[src/rtl/ram_burst_master.sv]
// Burst initiator for the 64x8 single-port synchronous RAM: turns (addr, len, dir)
// commands into per-beat RAM accesses with valid/ready streaming on both data sides.
//
// state     | meaning
// ----------+-----------------------------------------------------------
// S_IDLE    | waiting for a command, cmd_ready high
// S_WRITE   | one RAM write per accepted wr beat, same edge as handshake
// S_RD_WAIT | address held while the RAM pipeline fills (RD_LAT edges)
// S_RD_OUT  | ram_q presented as rd_data until the consumer takes it
module ram_burst_master #(
    parameter int ADDR_W = 6,
    parameter int DATA_W = 8,
    parameter int LEN_W  = 4,
    parameter int RD_LAT = 2
) (
    input  logic              i_clk,
    input  logic              i_rst_n,
    input  logic              i_cmd_valid,
    output logic              o_cmd_ready,
    input  logic              i_cmd_write,
    input  logic [ADDR_W-1:0] i_cmd_addr,
    input  logic [LEN_W-1:0]  i_cmd_len,
    input  logic              i_wr_valid,
    output logic              o_wr_ready,
    input  logic [DATA_W-1:0] i_wr_data,
    output logic              o_rd_valid,
    input  logic              i_rd_ready,
    output logic [DATA_W-1:0] o_rd_data,
    output logic              o_busy,
    output logic [DATA_W-1:0] o_ram_data,
    output logic [ADDR_W-1:0] o_ram_addr,
    output logic              o_ram_we,
    input  logic [DATA_W-1:0] i_ram_q
);

    localparam int CNT_W = (RD_LAT > 1) ? $clog2(RD_LAT) : 1;
    localparam logic [CNT_W-1:0] WAIT_RELOAD = CNT_W'(RD_LAT - 1);

    typedef enum logic [1:0] {
        S_IDLE    = 2'd0,
        S_WRITE   = 2'd1,
        S_RD_WAIT = 2'd2,
        S_RD_OUT  = 2'd3
    } state_t;

    state_t            r_state;
    state_t            w_next;
    logic [ADDR_W-1:0] r_cur_addr;
    logic [LEN_W-1:0]  r_remaining;
    logic [CNT_W-1:0]  r_wait;
    logic              w_last;
    logic              w_wait_done;

    assign w_last      = (r_remaining == '0);
    assign w_wait_done = (r_wait == '0);

    always_ff @(posedge i_clk) begin
        if (!i_rst_n) begin
            r_state <= S_IDLE;
        end else begin
            r_state <= w_next;
        end
    end

    always_comb begin
        w_next = r_state;
        case (r_state)
            S_IDLE: begin
                if (i_cmd_valid) begin
                    w_next = i_cmd_write ? S_WRITE : S_RD_WAIT;
                end
            end
            S_WRITE: begin
                if (i_wr_valid && w_last) begin
                    w_next = S_IDLE;
                end
            end
            S_RD_WAIT: begin
                if (w_wait_done) begin
                    w_next = S_RD_OUT;
                end
            end
            S_RD_OUT: begin
                if (i_rd_ready) begin
                    w_next = w_last ? S_IDLE : S_RD_WAIT;
                end
            end
            default: w_next = S_IDLE;
        endcase
    end

    // Burst address, beat counter and read-latency down-counter.
    always_ff @(posedge i_clk) begin
        if (!i_rst_n) begin
            r_cur_addr  <= '0;
            r_remaining <= '0;
            r_wait      <= '0;
        end else begin
            case (r_state)
                S_IDLE: begin
                    if (i_cmd_valid) begin
                        r_cur_addr  <= i_cmd_addr;
                        r_remaining <= i_cmd_len;
                        r_wait      <= WAIT_RELOAD;
                    end
                end
                S_WRITE: begin
                    if (i_wr_valid && !w_last) begin
                        r_cur_addr  <= r_cur_addr + ADDR_W'(1);
                        r_remaining <= r_remaining - LEN_W'(1);
                    end
                end
                S_RD_WAIT: begin
                    if (!w_wait_done) begin
                        r_wait <= r_wait - CNT_W'(1);
                    end
                end
                S_RD_OUT: begin
                    if (i_rd_ready && !w_last) begin
                        r_cur_addr  <= r_cur_addr + ADDR_W'(1);
                        r_remaining <= r_remaining - LEN_W'(1);
                        r_wait      <= WAIT_RELOAD;
                    end
                end
                default: begin
                    r_wait <= '0;
                end
            endcase
        end
    end

    // Write strobe is gated by reset so an abort never lands a final beat.
    always_comb begin
        o_cmd_ready = 1'b0;
        o_wr_ready  = 1'b0;
        o_rd_valid  = 1'b0;
        o_rd_data   = '0;
        o_busy      = (r_state != S_IDLE);
        o_ram_addr  = r_cur_addr;
        o_ram_data  = '0;
        o_ram_we    = 1'b0;
        case (r_state)
            S_IDLE: begin
                o_cmd_ready = 1'b1;
            end
            S_WRITE: begin
                o_wr_ready = i_rst_n;
                o_ram_data = i_wr_data;
                o_ram_we   = i_wr_valid & i_rst_n;
            end
            S_RD_OUT: begin
                o_rd_valid = 1'b1;
                o_rd_data  = i_ram_q;
            end
            default: begin
                o_ram_we = 1'b0;
            end
        endcase
    end

endmodule

[config.mk]
export PLATFORM = sky130hd
export DESIGN_NAME = ram_burst_master
export DESIGN_NICKNAME = d
export VERILOG_FILES = /design/src/rtl/ram_burst_master.sv
export SDC_FILE = /design/constraint.sdc
export NUM_CORES = 1
export LEC_CHECK = 0
export ABC_AREA = 1
export BUFFER_PORTS_ARGS = -buffer_cell sky130_fd_sc_hd__buf_4
export CAP_MARGIN = 20
export CELL_PAD_IN_SITES_DETAIL_PLACEMENT = 1
export CELL_PAD_IN_SITES_GLOBAL_PLACEMENT = 2
export CORE_MARGIN = 5
export CORE_UTILIZATION = 19
export DETAILED_ROUTE_END_ITERATION = 8
export PLACE_DENSITY_LB_ADDON = 0.12
export SYNTH_ARGS = -nofsm -noshare
export SYNTH_HDL_FRONTEND = slang
export SYNTH_SLANG_ARGS = --single-unit
[constraint.sdc]
create_clock -name i_clk -period 1.82 [get_ports i_clk]
set_clock_uncertainty 0.1 [all_clocks]
set_input_delay 0.091 -clock i_clk [delete_from_list [all_inputs] [get_ports i_clk]]
set_output_delay 0.091 -clock i_clk [all_outputs]
set_load 0.05 [all_outputs]
==> flow_summary.ini <==
[layout]
n_antenna_cell = 0
synthToLayoutAreaGrowth_pct = 59.3
nFillCells = 681
multi_input_area_sq_um = 607
drive_above_1_share_pct = 33.8
fin_nets = 269
seq_area_sq_um = 260
post-route-util_pct = 31.0

[synthesis]
ys_types = 25
ys_top_cells_by_area = dfxtp_1 (26%), nand2_1 (19%), inv_1 (11%), nor2_1 (10%), a21oi_1 (5.5%)
synth_compound_area_share_pct = 12.1
yosysTopAreaCell = dfxtp_1
async_flop_share_pct = 0
synth_area_sq_um = 993
synth_top_area_share_pct = 26.2
yosys.area_share.simple_pct = 44.2
synth_mux_area_share_pct = 0
ys_ff_latch = 13
avgSynthCellArea_sq_um = 5.74
synthAdderAreaFrac_pct = 2.52
ys.flop_type = dfxtp_1
yosys_warnings = 0
yosysSeqAreaShare_pct = 26.2
yosysMostFrequentCell = nand2_1
synth_fp_nets = 207
netlist_instances = 173
synth-xor-area-share_pct = 0
synth_top_family_by_area = simple AND/OR/NAND/NOR gates
synth_edf_count = 0
ys_top_cells_by_count = nand2_1 (51), inv_1 (29), nor2_1 (27)

[floorplan]
dieArea_sq_um = 6770
die_h_um = 82.3
floorplan.rows = 26
core_area_sq_um = 5110
ios = 59
start_util_pct = 19.5
die_w_um = 82.3

[worst_setup_path]
path_buf_inv = 4
critical_path.max_stage_delay_ps = 530
endpoint_kind = output pin
crit_path_frequent_cell = buf_4
cp.required_ps = 1630
worstPathCellList = dlygate4sd3_1, buf_4, inv_1, nor2_1, buf_4
critPathTopFamily = buffers and inverters
worst_path_max_delay_cell = dlygate4sd3_1
reg2reg_from = r_remaining[0]
reg2reg_slack_ps = 190
worstSetupPathType = input pin to output pin
arrival_ps = 1460
startpoint = i_rst_n
startpoint_type = input pin
path_max_fanout = 13

[sta]
hold_viol = 0
setup_violations = 0
fmax_mhz = 604
worst_slew_pin_slew_ps = 530
maxSlewHeadroom_pct = 64.6
post-route-period-util_pct = 90.9
rsz0062_at_grt = false
period_needed_ps = 1650
fin_tns_setup_ps = 0
finalMaxSlewViolations = 0
holdWs_ps = 55.5

[hold_path]
min-delay-start = i_cmd_write
hp-class = input pin to flip-flop

[global_route]
grt.overflow.total = 0
grtUsageTotal_pct = 10.8
antenna_found_initial = 0
grt_pass1_wl_mm = 5.69
grt_max_degree = 18
grt_pass1_vias = 1278

[run]
cap_viol_max_count = 0

[clock_network]
cts_buffer_depth = 2
clk_pin_slew_ps = 60
cts_tree = yes
root_buffer = clkbuf_8
clk_latency_ps = 240
numCtsBuffers = 3
htreeDepth = 1
cts_sinks = 13

[routing]
via_per_inst = 4.09
post-route-drc-count = 0
drtIter0Drc = 23
vias = 1243
totalWireLength_mm = 3.48
ant_nets = 0
routedWlPerCell_um = 11.5
drtPass1Iterations = 4

[placement]
port-buffer-count = 58
gp_congestion = 0.669
dpl.hpwl_mm = 2.79

[power]
p_leak_nw = 0.867
pwr_density_cell_nw_per_um2 = 1540
ir_drop_v = 0.000627

[outcome]
status = completed
==> logic make-up (layout without fill, tap and decap cells) <==
family / Yosys count / in the layout
compound gates: 22 / 22
buf+inv: 36 / 97
flops: 13 / 13
simple gates: 100 / 100
fa+ha+maj: 2 / 2
==> path summary, 6_finish.rpt <==
kind / end / depth (start not counted)
setup / recovery: o_wr_ready / 5
setup reg to reg: o_ram_addr[4] / 9
hold / removal: r_state[0] / 3
hold reg to reg: r_remaining[1] / 2
==> placed cells by master, fill, tap and decap left out <==
cell type      Yosys  routed
or2_2              2       2
inv_1             29      29
dlygate4sd3_1      0       1
o21bai_1           2       2
ha_1               2       2
nand2_2            2       3
nor2_1            27      26
clkbuf_1           1       1
a21oi_1           11      11
dfxtp_1           13      13
nor2_8             1       1
nand3_2            1       1
a211oi_1           1       1
o21ai_0            7       7
nand2_4            1       1
nor3_2             0       1
nand4_1            2       2
nand3_1           10       9
o211ai_1           1       1
buf_4              0      59
nand2_1           51      50
inv_2              2       2
nor2_2             2       3
inv_6              1       1
clkbuf_8           0       3
nand3_4            0       1
clkinv_2           0       1
==> flip-flops by register name, indices dropped and copies added (netlist names) <==
signal and flops:
o_ram_addr 6, r_remaining 4, r_state 2, r_wait 1
==> where the power goes <==
group          internal (mW)  switching, mW
Sequential             0.400          0.121
Combinational          0.516           1.13
Clock                  0.155          0.110
==> metal layers <==
layer  up-vias  track usage, %  part of all wire [%]
met5         -               0                     0
met4         0            1.50                  0.49
li1        650               -                     -
met1       561            12.2                    43
met3         2            3.25                   5.7
met2        30            20.1                    51
==> worst min-delay path, cell delays in order <==
cell and delay (ps):
buf_4 80, o211ai_1 90, nor2_1 100
==> per-stage QoR <==
stage	instance area, sq um	setup WS, ps	total power, mW	std cells
after floorplan	998	38.2	1.68	173
after detailed placement	1510	86.1	2.16	299
after CTS	1570	57.2	2.44	304
after global placement	1510	99.2	2.15	299
final	1580	166	2.43	304
after global routing	1580	29.3	2.65	304
==> what timing repair did <==
item / CTS / global route
hold buffers: 1 / 0
setup endpoints to repair: 10 / 20
gates resized for setup: 1 / 4
hold endpoints to repair: 1 / 0
buffers inserted: 0 / 0
==> final cells by class <==
cell class,instances,area share [%]
multi-input cells,124,38.3
clock buffers,4,2.85
well taps,70,5.53
repair buffers,60,28.6
flip-flops and latches,13,16.4
inverters,33,8.22
Note: power is estimated with default switching activity, not from simulation.
